==> src/rtl/ej32_pkg.sv <==
// Shared definitions for the eJ32 data-stack slice: stack op encoding and default sizes.
package ej32_pkg;

  typedef enum logic [1:0] {
    sNOP  = 2'd0,
    sPUSH = 2'd1,
    sPOP  = 2'd2,
    sMOVE = 2'd3
  } stack_op_t;

  localparam int SS_DEPTH = 64;
  localparam int SS_DSZ   = 32;

endpackage

==> src/rtl/ej32_ss_ram.sv <==
// Spill RAM below the NOS register: one synchronous write port, one combinational read port.
module ej32_ss_ram #(
  parameter int DEPTH = 64,
  parameter int DSZ   = 32,
  parameter int ASZ   = $clog2(DEPTH)
) (
  input  logic           clk,
  input  logic           we,
  input  logic [ASZ-1:0] waddr,
  input  logic [DSZ-1:0] wdata,
  input  logic [ASZ-1:0] raddr,
  output logic [DSZ-1:0] rdata
);

  // NOS lives in a register, so only DEPTH-1 entries are needed here.
  logic [DSZ-1:0] mem [0:DEPTH-2];

  always_ff @(posedge clk) begin
    if (we) mem[waddr] <= wdata;
  end

  assign rdata = mem[raddr];

endmodule

==> src/rtl/ej32_sstack.sv <==
// eJ32 data stack (slave side of ss_io): NOS register `s`, spill RAM, depth counter and sticky flags.
// Optional high-water-mark output `hwm` is built when EJ32_SSTACK_HWM_EN is defined.
module ej32_sstack
  import ej32_pkg::*;
#(
  parameter int DEPTH = SS_DEPTH,
  parameter int DSZ   = SS_DSZ,
  parameter int ASZ   = $clog2(DEPTH)
) (
  input  logic           clk,
  input  logic           rst,
  input  logic [1:0]     op,
  input  logic [DSZ-1:0] vi,
  output logic [DSZ-1:0] s,
  output logic [ASZ:0]   cnt,
  output logic           full,
  output logic           empty,
  output logic           ovf,
  output logic           unf
`ifdef EJ32_SSTACK_HWM_EN
  , output logic [ASZ:0] hwm
`endif
);

  localparam logic [ASZ:0] CNT_MAX = (ASZ+1)'(DEPTH);
  localparam logic [ASZ:0] ONE     = (ASZ+1)'(1);
  localparam logic [ASZ:0] TWO     = (ASZ+1)'(2);

  stack_op_t      op_e;
  logic [ASZ:0]   cnt_m1;
  logic [ASZ:0]   cnt_m2;
  logic           ram_we;
  logic [DSZ-1:0] ram_rdata;

  assign op_e   = stack_op_t'(op);
  assign full   = (cnt == CNT_MAX);
  assign empty  = (cnt == '0);
  assign cnt_m1 = cnt - ONE;
  assign cnt_m2 = cnt - TWO;

  // Old NOS spills at cnt-1 while a pop refills from cnt-2, so the ports never collide.
  assign ram_we = (op_e == sPUSH) && !full && !empty;

  ej32_ss_ram #(
    .DEPTH (DEPTH),
    .DSZ   (DSZ),
    .ASZ   (ASZ)
  ) u_ram (
    .clk   (clk),
    .we    (ram_we),
    .waddr (cnt_m1[ASZ-1:0]),
    .wdata (s),
    .raddr (cnt_m2[ASZ-1:0]),
    .rdata (ram_rdata)
  );

  always_ff @(posedge clk) begin
    if (!rst) begin
      s   <= '0;
      cnt <= '0;
      ovf <= 1'b0;
      unf <= 1'b0;
    end else begin
      case (op_e)
        sNOP: ;
        sPUSH: begin
          if (!full) begin
            s   <= vi;
            cnt <= cnt + ONE;
          end else begin
            ovf <= 1'b1;
          end
        end
        sPOP: begin
          if (cnt >= TWO) begin
            s   <= ram_rdata;
            cnt <= cnt_m1;
          end else if (cnt == ONE) begin
            s   <= '0;
            cnt <= '0;
          end else begin
            unf <= 1'b1;
          end
        end
        sMOVE: begin
          // A store over an empty stack becomes the first entry.
          s <= vi;
          if (empty) cnt <= ONE;
        end
      endcase
    end
  end

`ifdef EJ32_SSTACK_HWM_EN
  logic push_acc;
  assign push_acc = ((op_e == sPUSH) && !full) || ((op_e == sMOVE) && empty);

  always_ff @(posedge clk) begin
    if (!rst) begin
      hwm <= '0;
    end else if (push_acc && ((cnt + ONE) > hwm)) begin
      hwm <= cnt + ONE;
    end
  end
`endif

endmodule
==> config.mk <==
export PLATFORM = sky130hd
export DESIGN_NAME = ej32_sstack
export DESIGN_NICKNAME = d
export VERILOG_FILES = /design/src/rtl/ej32_pkg.sv /design/src/rtl/ej32_ss_ram.sv /design/src/rtl/ej32_sstack.sv
export SDC_FILE = /design/constraint.sdc
export NUM_CORES = 2
export LEC_CHECK = 0
export CORE_MARGIN = 2
export CORE_UTILIZATION = 25
export DETAILED_ROUTE_END_ITERATION = 10
export HOLD_SLACK_MARGIN = 0.03
export MAX_ROUTING_LAYER = met4
export SETUP_SLACK_MARGIN = 0.02
export SLEW_MARGIN = 20
export SYNTH_ARGS = -nofsm -noshare
export SYNTH_HDL_FRONTEND = slang
export SYNTH_HIERARCHICAL = 1
export SYNTH_SLANG_ARGS = --single-unit
==> constraint.sdc <==
create_clock -name clk -period 5.9 [get_ports clk]
set_clock_uncertainty 0.2 [all_clocks]
set_input_delay 0.885 -clock clk [delete_from_list [all_inputs] [get_ports clk]]
set_output_delay 0.885 -clock clk [all_outputs]
set_load 0.005 [all_outputs]
==> results.py <==
metrics = {
    "run_status": {
        "status": "finished, final reports clean",
    },
    "die": {
        "rows": 207,
        "start_util": 0.2512,
        "die_w_um": 569.3,
        "die-area_um2": 324100,
        "die-height_um": 569.3,
        "io_pins": 79,
        "fp.coreArea_um2": 318100,
    },
    "global_routing": {
        "grt_max_degree": 100,
        "grt_pass1_vias": 40193,
        "antenna_found_initial": 14,
        "grt_util_all_layers": 0.1439,
        "grt_use_met3": 0.02726,
        "grt_util_met2": 0.2210,
        "grt_pass1_wl_um": 323000,
        "grt-ovfl-total": 0,
        "use_met1": 0.1918,
        "busiest_layer": "met2",
    },
    "cells_and_area": {
        "multi_input_area_um2": 17610,
        "final_cell_mix": "edfxtp_1, mux4_2, mux2i_1",
        "ff_latch_area_um2": 61400,
        "fillCellCount": 30735,
        "nets": 4095,
        "drive_gt1_frac": 0.2519,
        "area_growth_syn_to_layout_pct": 16.79,
        "final_common_cell": "edfxtp_1",
        "post-route-cell-area_um2": 93310,
    },
    "placement": {
        "place.gp.congestion": 0.8632,
        "dp_hpwl_um": 135200,
        "placed_area_um2": 86790,
        "port_buffers": 78,
    },
    "setup_path": {
        "cp.required_ns": 6.24,
        "max_stage_delay_ns": 1.00,
        "crit_chain": "inv_1, ha_1, nor3b_2, and2_1, nor3b_1, buf_4, nand3_1, nor2_4, buf_4",
        "cp_num_cells": 9,
        "worstSetupStartpointType": "flop",
        "rrSetupSlack_ns": 1.15,
        "worst_path_most_repeated_cell": "buf_4",
        "reg2reg_from": "cnt[0]$_SDFFE_PN0P_",
        "critPathArrivalTime_ns": 5.09,
        "path_buf_inv": 3,
        "endpoint_kind": "flop",
        "reg2reg_depth": 9,
        "crit_family": "simple AND/OR/NAND/NOR gates",
        "crit_fanout": 21,
        "worst_path_max_delay_cell": "nor2_4",
        "critPathKind": "flop to flop",
        "r2r-end": "u_ram/mem[58][31]$_DFFE_PP_",
    },
    "synthesis": {
        "synth_top_family_by_area": "multiplexers",
        "yosys_most_used_dff": "edfxtp_1",
        "synth_edf_count": 2016,
        "seq_area_frac_synth": 0.7680,
        "ys_seq_elements": 2057,
        "synth_xor_area_frac": 0.001096,
        "ys_types": 68,
        "synthMuxAreaShare": 0.1470,
        "synthTopCellsByArea": "edfxtp_1, mux4_2, mux2i_1",
        "yosys.area_share.simple": 0.01878,
        "synthAdderAreaFrac": 0.001096,
        "syn_area_um2": 79900,
        "synth_compound_area_frac": 0.04579,
        "ys_async_sr_fraction": 0,
        "postSynthAreaPerCell_um2": 21.01,
        "syn_nets": 3845,
        "synth_top_area_cell": "edfxtp_1",
        "yosysWarnings": 6,
        "synthCells": 3802,
        "synth_top_area_share": 0.7577,
    },
    "timing": {
        "slew_violations": 0,
        "worstMarginPinSlew_ns": 1.294,
        "rsz0062_at_grt": "false",
        "fin_crit_sh": 0.8047,
        "setup_violations": 0,
        "timing.fmax_mhz": 210.6,
        "final.setup.tns_ns": 0,
        "relSlewSlack": 0.1319,
        "min_period_ns": 4.748,
        "hold_viol": 0,
    },
    "cts": {
        "root_buffer": "clkbuf_16",
        "postCtsHoldBufs": 0,
        "postCtsSetupBuffers": 0,
        "htreeDepth": 4,
        "cts_buffers": 204,
        "cts_tree": "built",
        "cts_resized": 0,
        "clk_latency_ns": 0.84,
        "cts_max_path_buffers": 3,
        "clkSinkCount": 2057,
        "clk_pin_slew_ns": 0.06,
    },
    "power": {
        "p_clk_frac": 0.298,
        "irDropWorstVdd_v": 0.0003779,
        "power_density_nw_per_um2": 456.5,
        "p_int_mw": 28.27,
        "power_frac_seq": 0.409,
        "sw_frac_of_total": 0.3364,
        "finalPower_mw": 42.60,
        "cellLeakagePower_nw": 28.90,
        "p_comb_frac": 0.294,
        "power.switching_mw": 14.33,
    },
    "detailed_routing": {
        "first_pass_iters": 6,
        "ant_nets": 0,
        "drtIter0Drc": 5629,
        "wl_um": 232300,
        "drc": 0,
        "dr_total_vias": 41659,
        "routedWlPerCell_um": 27.63,
        "via_per_inst": 4.954,
    },
    "hold_path": {
        "min_path_type": "flop to flop",
        "hold_end": "u_ram/mem[54][13]$_DFFE_PP_",
        "holdPathStages": 0,
        "hp-start": "s[13]$_SDFFE_PN0P_",
    },
    "job": {
        "cap_violations": 0,
    },
}
-- how the worst max path moves through the flow --
stage,startpoint,end,slack [ns]
after floorplan,cnt[1]$_SDFFE_PN0P_,u_ram/mem[32][0]$_DFFE_PP_,0.96
after global placement,op[1],u_ram/mem[58][0]$_DFFE_PP_,1.15
after detailed placement,op[1],u_ram/mem[58][6]$_DFFE_PP_,1.21
after CTS,cnt[1]$_SDFFE_PN0P_,u_ram/mem[38][17]$_DFFE_PP_,1.22
after global routing,cnt[1]$_SDFFE_PN0P_,u_ram/mem[38][28]$_DFFE_PP_,1.06
final,cnt[0]$_SDFFE_PN0P_,u_ram/mem[58][31]$_DFFE_PP_,1.15
-- cell usage after synthesis (all sizes together), types with 13 or more instances --
library cell and number:
o21ai 61, edfxtp 2016, mux2i 224, o221ai 62, a211oi 67, a21oi 84
a211o 24, o22ai 43, nand2b 15, nor2 129, a2bb2oi 14, nand2 82
dfxtp 41, inv 13, nor3 18, nand3 23, a22oi 53, mux4 406
nor2b 29, mux2 32, buf 145, a221oi 16, clkbuf 87
-- power groups by stage --
stage	clock (mW)	combinational, mW	sequential [mW]
3_3_place_gp	0	12.3	17.7
3_5_place_dp	0	12.3	17.7
6_report	12.7	12.5	17.4
2_1_floorplan	0	6.27	17.9
5_1_grt	13.4	12.9	17.4
4_1_cts	12.8	12.4	17.4
-- through the flow --
step	util	setup slack, ns	instances	hold WS (ns)
after floorplan	-	0.9598	3802	0.2605
after global placement	0.2729	1.153	8025	0.2473
after detailed placement	0.2729	1.209	8025	0.2452
after CTS	0.2933	1.218	8403	0.2668
after global routing	0.2933	1.064	8405	0.2833
final	0.2934	1.152	8409	0.2744
-- metal layers --
layer,vias to the layer above,wire length (um),part of all wire
met2,2218,108900,0.47
met4,0,8276,0.036
met3,355,22000,0.095
met1,22599,93110,0.40
li1,16487,-,-
met5,-,0,0
-- cells by family after synthesis --
family	count (synthesis)
AOI/OAI and AO/OA	494
xor gates and xnor gates	10
buffers and inverters	245
adders and majority gates	7
muxes	662
DFF	2057
and+or+nand+nor	327
-- flip-flops by register name, indices dropped and copies added (netlist names) --
register,cells
cnt,7
ovf,1
s,32
u_ram/mem,2016
unf,1
-- cell type report --
cell class	count	share of cell area
clock inverters	120	0.01163
repair buffers	276	0.02685
well taps	4180	0.05605
inverters	13	0.0006839
clock buffers	258	0.05789
multi-input cells	1500	0.1887
flip-flops and latches	2057	0.6581
diodes	5	0.0001341
(Power assumes the default switching activity.)
